`config.mk`:
```
export PLATFORM = sky130hd
export DESIGN_NAME = note_scroller
export DESIGN_NICKNAME = d
export VERILOG_FILES = /design/src/rtl/note_scroller.sv
export SDC_FILE = /design/constraint.sdc
export NUM_CORES = 2
export LEC_CHECK = 0
export CAP_MARGIN = 20
export CORE_MARGIN = 2
export CORE_UTILIZATION = 33
export DETAILED_ROUTE_END_ITERATION = 7
export HOLD_SLACK_MARGIN = 0.08
export MAX_ROUTING_LAYER = met4
export PLACE_DENSITY = 0.51
export SLEW_MARGIN = 15
export SYNTH_ARGS = -nofsm -noshare
export SYNTH_HDL_FRONTEND = slang
export SYNTH_SLANG_ARGS = --single-unit
```
`constraint.sdc`:
```
create_clock -name clk -period 4.09 [get_ports clk]
set_input_delay 0.409 -clock clk [delete_from_list [all_inputs] [get_ports clk]]
set_output_delay 0.409 -clock clk [all_outputs]
set_load 0.01 [all_outputs]
```
`src/rtl/note_scroller.sv`:
```
`default_nettype none
// ============================================================================
// Module   : note_scroller
// Purpose  : Multi-lane rhythm-game chart scroller with strike row, hit/miss
//            pulses, pause, end-of-chart detection and looping replay.
// Revision : 1.0
// ============================================================================
module note_scroller #(
    parameter int LANES  = 5,
    parameter int DEPTH  = 105,
    parameter int WINDOW = 15,
    parameter int CNT_W  = $clog2(DEPTH + 1)
) (
    input  logic                      clk,
    input  logic                      resetn,
    input  logic                      load,
    input  logic [LANES*DEPTH-1:0]    chart_in,
    input  logic                      step,
    input  logic                      enable,
    input  logic                      loop_mode,
    input  logic [LANES-1:0]          hit_mask,
    output logic [LANES*WINDOW-1:0]   window_out,
    output logic [LANES-1:0]          strike_row,
    output logic [LANES-1:0]          hit_ok,
    output logic [LANES-1:0]          hit_bad,
    output logic [LANES-1:0]          miss_pulse,
    output logic [CNT_W-1:0]          steps_left,
    output logic                      done
);

    typedef enum logic [1:0] {
        S_EMPTY = 2'd0,
        S_PLAY  = 2'd1,
        S_DONE  = 2'd2
    } state_t;

    localparam logic [DEPTH-1:0] C_MSB  = DEPTH'(1) << (DEPTH - 1);
    localparam logic [CNT_W-1:0] C_LAST = CNT_W'(DEPTH - 1);
    localparam logic [CNT_W-1:0] C_FULL = CNT_W'(DEPTH);

    state_t                        state_q;
    logic [LANES-1:0][DEPTH-1:0]   live_q;
    logic [LANES-1:0][DEPTH-1:0]   live_d;
    logic [LANES-1:0][DEPTH-1:0]   shadow_q;
    logic [CNT_W-1:0]              pos_q;
    logic [CNT_W-1:0]              pos_d;
    logic [CNT_W-1:0]              steps_q;
    logic                          done_q;
    logic [LANES-1:0]              hit_ok_q,  hit_ok_d;
    logic [LANES-1:0]              hit_bad_q, hit_bad_d;
    logic [LANES-1:0]              miss_q,    miss_d;
    logic                          w_active;
    logic                          w_adv;
    logic [CNT_W-1:0]              w_fill_idx;

    // Load has priority, so an active cycle is play + enable without load.
    assign w_active   = (state_q == S_PLAY) && enable && !load;
    assign w_adv      = w_active && step;
    assign w_fill_idx = C_LAST - pos_q;
    assign pos_d      = (pos_q == C_LAST) ? '0 : pos_q + 1'b1;

    for (genvar l = 0; l < LANES; l++) begin : g_lane
        logic             w_strike;
        logic [DEPTH-1:0] w_post;
        logic [DEPTH-1:0] w_shadow_sh;
        logic             w_fill;

        assign w_strike     = live_q[l][DEPTH-1];
        assign hit_ok_d[l]  = w_active && hit_mask[l] && w_strike;
        assign hit_bad_d[l] = w_active && hit_mask[l] && !w_strike;
        // Hit is applied before the shift, so a struck note can never miss.
        assign w_post       = hit_ok_d[l] ? (live_q[l] & ~C_MSB) : live_q[l];
        assign w_shadow_sh  = shadow_q[l] >> w_fill_idx;
        assign w_fill       = loop_mode && w_shadow_sh[0];
        assign miss_d[l]    = w_adv && w_post[DEPTH-1];
        assign live_d[l]    = w_adv ? ((w_post << 1) | DEPTH'(w_fill)) : w_post;

        assign window_out[l*WINDOW +: WINDOW] = live_q[l][DEPTH-1 -: WINDOW];
        assign strike_row[l]                  = live_q[l][DEPTH-1];
    end : g_lane

    always_ff @(posedge clk) begin
        if (!resetn) begin
            state_q   <= S_EMPTY;
            live_q    <= '0;
            shadow_q  <= '0;
            pos_q     <= '0;
            steps_q   <= '0;
            done_q    <= 1'b1;
            hit_ok_q  <= '0;
            hit_bad_q <= '0;
            miss_q    <= '0;
        end else begin
            hit_ok_q  <= hit_ok_d;
            hit_bad_q <= hit_bad_d;
            miss_q    <= miss_d;
            if (load) begin
                live_q   <= chart_in;
                shadow_q <= chart_in;
                pos_q    <= '0;
                steps_q  <= C_FULL;
                done_q   <= 1'b0;
                state_q  <= S_PLAY;
            end else if (w_active) begin
                live_q <= live_d;
                if (step) begin
                    pos_q <= pos_d;
                    if (loop_mode) begin
                        steps_q <= C_FULL - pos_d;
                    end else begin
                        steps_q <= steps_q - 1'b1;
                        if (steps_q == CNT_W'(1)) begin
                            state_q <= S_DONE;
                            done_q  <= 1'b1;
                        end
                    end
                end
            end
        end
    end

    assign hit_ok     = hit_ok_q;
    assign hit_bad    = hit_bad_q;
    assign miss_pulse = miss_q;
    assign steps_left = steps_q;
    assign done       = done_q;

endmodule : note_scroller
`default_nettype wire

```
# Yosys cells after proc, flatten, opt, wreduce, memory -nomap -nowiden
# Cells that the tools add are included.
[classes]
addsub = 4
n_eq_ne = 4
shifts = 5
muxes = 27
n_bitwise = 7
n_reduce_logical = 42
[op_table]
columns = ["operator", "n"]
rows = [
  ["$mux 105", 10],
  ["$mux 525", 2],
  ["$or 105x1->105", 5],
  ["$shr 105x7->1", 5],
  ["$mux 7", 5],
  ["$logic_and 1x1->1", 28],
  ["$sub 7x7->7 const A", 2],
  ["$mux 1", 10],
  ["$reduce_and 4->1", 2],
  ["$add 7x1->7 const B", 1],
  ["$eq 7x1->1 const B", 1],
  ["$eq 7x7->1 const B", 1],
  ["$sub 7x1->7 const B", 1],
  ["$logic_not 1->1", 6],
  ["$reduce_bool 2->1", 3],
  ["$reduce_and 2->1", 2],
  ["$eq 2x1->1 const B", 1],
  ["$ne 2x2->1 const B", 1],
  ["$not 1->1", 2],
  ["$reduce_or 2->1", 1],
]
[totals]
register_bits = 1082
inputBits = 536
out_inout_bits = 103
wordCells = 108

# Depth between registers and ports, before layout
[logic_depth]
word_depth = 10
ltp_mapped = 16
mapped_depth_nobuf = 10

# Least setup slack after synthesis
# Ideal clock, no wire load.
[synth_path]
path_kind = "reg-to-reg"
startpoint = "reg pos_q[0]"
endpoint = "reg steps_q[3] (netlist: steps_left[3])"
setup_time_ns = 0.128
t_arrival_ns = 3.434
t_required_ns = 3.962
slack_ns = 0.528
stages_incl_launch_ff = 17
path_buffers = 8
period_less_slack_ns = 3.562
path_cell_list = "dfxtp_1 -> buf_6 -> buf_4 -> buf_2 -> buf_2 -> clkinv_1 -> ha_1 -> buf_2 -> buf_2 -> buf_2 -> buf_2 -> nand2_1 -> ha_1 -> xnor2_1 -> a22o_1 -> a221oi_1 -> nor2_1"
[synth_via]
elab_chain_cells = 7
word_cells_on_any_way = 8
cone_classes = "2 x add/sub; 1 x eq/ne; 5 x mux"
[synth_lines]
columns = ["element", "line", "text"]
rows = [
  ["start, declared", "45", "logic [CNT_W-1:0] pos_q;"],
  ["start signal, assigned", "107", "pos_q <= pos_d;"],
  ["$add 7x1->7 or $eq 7x7->1 (tied branches)", "60", "assign pos_d = (pos_q == C_LAST) ? '0 : pos_q + 1'b1;"],
  ["$mux 7 *", "60", ""],
  ["$sub 7x7->7 *", "109", "steps_q <= C_FULL - pos_d;"],
  ["$mux 7 *", "108", "if (loop_mode) begin"],
  ["$mux 7 *", "106", "if (step) begin"],
  ["$mux 7 *", "104", "end else if (w_active) begin"],
  ["$mux 7 *", "97", "if (load) begin"],
  ["end signal, assigned", "109", ""],
  ["end signal, assigned", "111", "steps_q <= steps_q - 1'b1;"],
  ["end, declared", "47", "logic [CNT_W-1:0] steps_q;"],
]
# Mark *: on every way between the ends. The rest lies on a longest branch, timed or not. The select of a mux whose other input is x is not followed.
# A chain may end at the register's enable or synchronous reset.

# Final worst setup path
[layout_path]
startpoint = "reg pos_q[1]"
endpoint = "reg live_q[210] in the netlist's numbering"
[layout_via]
elab_chain_cells = 7
[layout_lines]
columns = ["element", "line", "text"]
rows = [
  ["$sub 7x7->7", "59", "assign w_fill_idx = C_LAST - pos_q;"],
  ["$shr 105x7->1", "73", "assign w_shadow_sh = shadow_q[l] >> w_fill_idx;"],
  ["$logic_and 1x1->1", "74", "assign w_fill = loop_mode && w_shadow_sh[0];"],
  ["$or 105x1->105", "76", "assign live_d[l] = w_adv ? ((w_post << 1) | DEPTH'(w_fill)) : w_post;"],
  ["$mux 105", "76", ""],
  ["$mux 525", "104", ""],
  ["$mux 525", "97", ""],
  ["end signal, assigned", "98", "live_q <= chart_in;"],
  ["end signal, assigned", "105", "live_q <= live_d;"],
  ["end, declared", "42", "logic [LANES-1:0][DEPTH-1:0] live_q;"],
]
# No other way between the ends. The select of a mux whose other input is x is not followed.

==> flow_metrics.py <==
metrics = {
    "outcome": {
        "status": "complete, no violations",
    },
    "sta": {
        "setup_tns_ns": 0,
        "finalMaxSlewViolations": 0,
        "worst_slew_pin_slew_ns": 1.22,
        "fmax_ghz": 0.283,
        "rsz0062_at_grt": "no",
        "holdWs_ns": 0.132,
        "min_period_ns": 3.54,
        "hold_viol": 0,
        "worst_slack_ns": 0.554,
        "fin_crit_sh_pct": 86.5,
        "skew_ns": 0.0330,
        "relSlewSlack_pct": 18.6,
        "setup_viol": 0,
    },
    "min_path": {
        "holdCritPathClass": "input pin to flip-flop",
        "min_path_cells": 3,
    },
    "power": {
        "pwr_density_cell_mw_per_mm2": 437,
        "p_leak_uw": 0.0228,
        "p_clk_share_pct": 44.8,
        "internal_power_uw": 19400,
        "switching_share_pct": 25.5,
        "pwr-share-seq_pct": 44.1,
        "p_sw_uw": 6620,
        "ir_drop_uv": 310,
        "combinationalPowerShare_pct": 11.1,
    },
    "cts": {
        "cts_tree": "yes",
        "hold_buffers": 0,
        "clock_path_buffers": 3,
        "cts-root-buf": "clkbuf_16",
        "htree_levels": 4,
        "path_clk_slew_ns": 0.06,
        "clk-insertion-delay-late_ns": 0.78,
        "post_cts.repair.setup_buffers": 0,
        "cts_sinks": 1082,
        "cts_resized": 0,
        "cts-buffers-inserted": 130,
    },
    "placement": {
        "place_hpwl_mm": 107,
        "placed_area_mm2": 0.0550,
        "dp_cells": 7845,
        "place.gp.congestion": 0.818,
        "place_ws_ns": 0.614,
        "io_buffer_count": 638,
    },
    "yosys": {
        "synth_nets": 6318,
        "synth-simple-area-share_pct": 18.2,
        "synthArstFlopShare_pct": 0,
        "synth.mux.area_fraction_pct": 17.9,
        "synth_xor_area_share_pct": 0.419,
        "syn_area_per_cell_um2": 8.28,
        "synthCells": 5777,
        "synthFlopType": "dfxtp_1",
        "synth_seq_cells": 1082,
        "ys_types": 56,
        "synth_top_family_by_area": "simple AND/OR/NAND/NOR gates",
        "netlist_area_mm2": 0.0478,
        "ys_warn_count": 0,
        "yosysSeqAreaShare_pct": 45.3,
        "synth_adder_area_share_pct": 0.131,
        "synth-compound-area-share_pct": 12.7,
        "synth_edf_count": 0,
    },
    "floorplanning": {
        "io-pin-count": 639,
        "core_area_mm2": 0.144,
        "die_h_um": 385,
        "die_area_mm2": 0.148,
        "initial_core_util_pct": 33.3,
        "die_x_um": 385,
        "std_cell_rows": 139,
    },
    "global_route": {
        "antenna_found_initial": 50,
        "grt_pass1_wl_mm": 237,
        "overflow": 0,
        "grt_util_met3_pct": 4.59,
        "met1_usage_pct": 27.9,
        "grt_pass1_vias": 38000,
        "grt_use_met2_pct": 33.8,
        "grt_busiest_layer": "met2",
        "grt_start_max_net_pins": 204,
        "groute.usage.overall_pct": 21.6,
    },
    "layout": {
        "layout-drive-gt1-share_pct": 7.05,
        "finalInstanceArea_mm2": 0.0594,
        "final_common_cell": "nand2_1",
        "finalNonFillerCells": 8112,
        "final_cell_mix": "nand2_1, dfxtp_1, nor2_1, a21oi_1, clkdlybuf4s50_1",
        "syn_to_final_growth_pct": 24.3,
        "final_nets": 6615,
        "nFillCells": 14600,
    },
    "worst_setup_path": {
        "reg2reg_slack_ns": 0.55,
        "path_max_fanout": 42,
        "slowest_delay_ns": 0.70,
        "cp_cell_sequence": "inv_1 -> ha_4 -> buf_12 -> mux4_2 -> mux2i_1 -> a221oi_1 -> nor4_1 -> a211oi_2",
        "cp.required_ns": 4.72,
        "critPathSlowestCell": "mux2i_1",
        "cp-endpoint": "live_q[210]",
        "r2r-start": "pos_q[1]",
        "reg2reg_depth": 8,
        "critPathCaptureType": "flip-flop",
        "setup.worst_path.start": "pos_q[1]",
        "reg2reg_to": "live_q[210]",
        "worst_ep_arrival_time_ns": 4.17,
        "critPathLaunchType": "flip-flop",
        "crit_type": "flip-flop to flip-flop",
    },
    "detailed_routing": {
        "vias": 40500,
        "drt-total-wl_mm": 160,
        "drc_errors": 0,
        "wire_per_inst_um": 19.7,
        "dr.pass1.iters": 6,
        "detail-route-antenna-nets": 0,
        "viasPerCell": 4.99,
        "drt-initial-drc-count": 2851,
    },
    "run": {
        "cap_violations": 0,
    },
}
[Yosys cell counts, drive strengths merged (3+ instances only)]
cell / instances / area share [%]
and3: 6 / 0.078
xnor2: 11 / 0.24
a211oi: 14 / 0.27
a22oi: 9 / 0.14
or3: 4 / 0.052
a31oi: 13 / 0.17
nor2: 1067 / 8.4
a21oi: 1065 / 11
nor3b: 6 / 0.10
nor2b: 4 / 0.052
inv: 7 / 0.055
a221oi: 7 / 0.13
mux2: 20 / 0.47
nand2b: 15 / 0.20
nand3: 17 / 0.18
o21ai: 30 / 0.31
nor3: 16 / 0.18
clkbuf: 289 / 2.3
and2: 13 / 0.17
nand2: 1097 / 8.6
or2: 3 / 0.039
and4: 3 / 0.055
a21boi: 4 / 0.063
ha: 5 / 0.13
mux4: 130 / 6.1
dfxtp: 1082 / 45
o211ai: 5 / 0.078
xor2: 8 / 0.18
o22ai: 13 / 0.17
nor4: 7 / 0.092
buf: 252 / 3.0
mux2i: 541 / 11
[registers in the layout, indices dropped and copies added (netlist names)]
signal      count
miss_pulse      5
hit_ok          5
done            1
steps_left      7
state_q         2
strike_row      5
shadow_q      525
live_q        450
pos_q           7
hit_bad         5
window_out     70
[power groups by stage]
| stage | Clock [uW] | Sequential, uW | Combinational, uW |
|---|---|---|---|
| 6_report | 11700 | 11500 | 2880 |
| 2_1_floorplan | 0 | 11600 | 1740 |
| 3_5_place_dp | 0 | 11700 | 2880 |
| 3_3_place_gp | 0 | 11700 | 2860 |
| 5_1_grt | 12400 | 11500 | 3170 |
| 4_1_cts | 12000 | 11500 | 2900 |
[cell families (layout without fill, tap and decap cells)]
| family | after synthesis | count (layout) |
|---|---|---|
| compound gates | 1171 | 1171 |
| xor+xnor | 19 | 19 |
| fa+ha+maj | 5 | 5 |
| buf+inv | 549 | 941 |
| flops | 1082 | 1082 |
| mux | 691 | 691 |
| other cells | 0 | 40 |
| simple gates | 2260 | 2260 |
[stage by stage]
step | total power (uW) | util, %
3_5_place_dp | 14600 | 38.3
4_1_cts | 26400 | 41.3
6_report | 26000 | 41.4
5_1_grt | 27100 | 41.4
3_3_place_gp | 14600 | 38.3
2_1_floorplan | 13300 | -
[metal layers]
metal / share of wire (%) / wire length, um
met5: 0 / 0
met4: 2.2 / 3520
met3: 5.8 / 9300
met2: 47 / 74700
met1: 45 / 72300
[worst max-delay path, delay by kind of cell (launching register included)]
family / cells / cell delay (ns)
buffers and inverters: 2 / 0.50
adder cells (fa/ha/maj): 1 / 0.49
multiplexers: 2 / 1.07
flip-flops: 1 / 0.56
AND/OR/NAND/NOR: 1 / 0.41
AO/OA/AOI/OAI: 2 / 0.32
[how the worst min path moves through the flow]
stage	from	slack, ns	to
final	load	0.13	window_out[1]
after global routing	load	0.15	window_out[2]
after CTS	load	0.1	window_out[1]
after detailed placement	state_q[1]	0.45	state_q[1]
after global placement	state_q[1]	0.46	state_q[1]
after floorplan	state_q[1]	0.43	state_q[1]
[layout make-up]
type / instances / area (um2) / area share (%)
clock buffers: 186 / 3700 / 6.23
multi-input cells: 4146 / 23700 / 39.8
clock inverters: 41 / 599 / 1.01
well taps: 1903 / 2380 / 4.01
flip-flops and latches: 1082 / 21700 / 36.4
inverters: 8 / 37.5 / 0.0631
diodes: 40 / 100 / 0.168
repair buffers: 706 / 7280 / 12.2
Power figures use the tool's default switching activity.
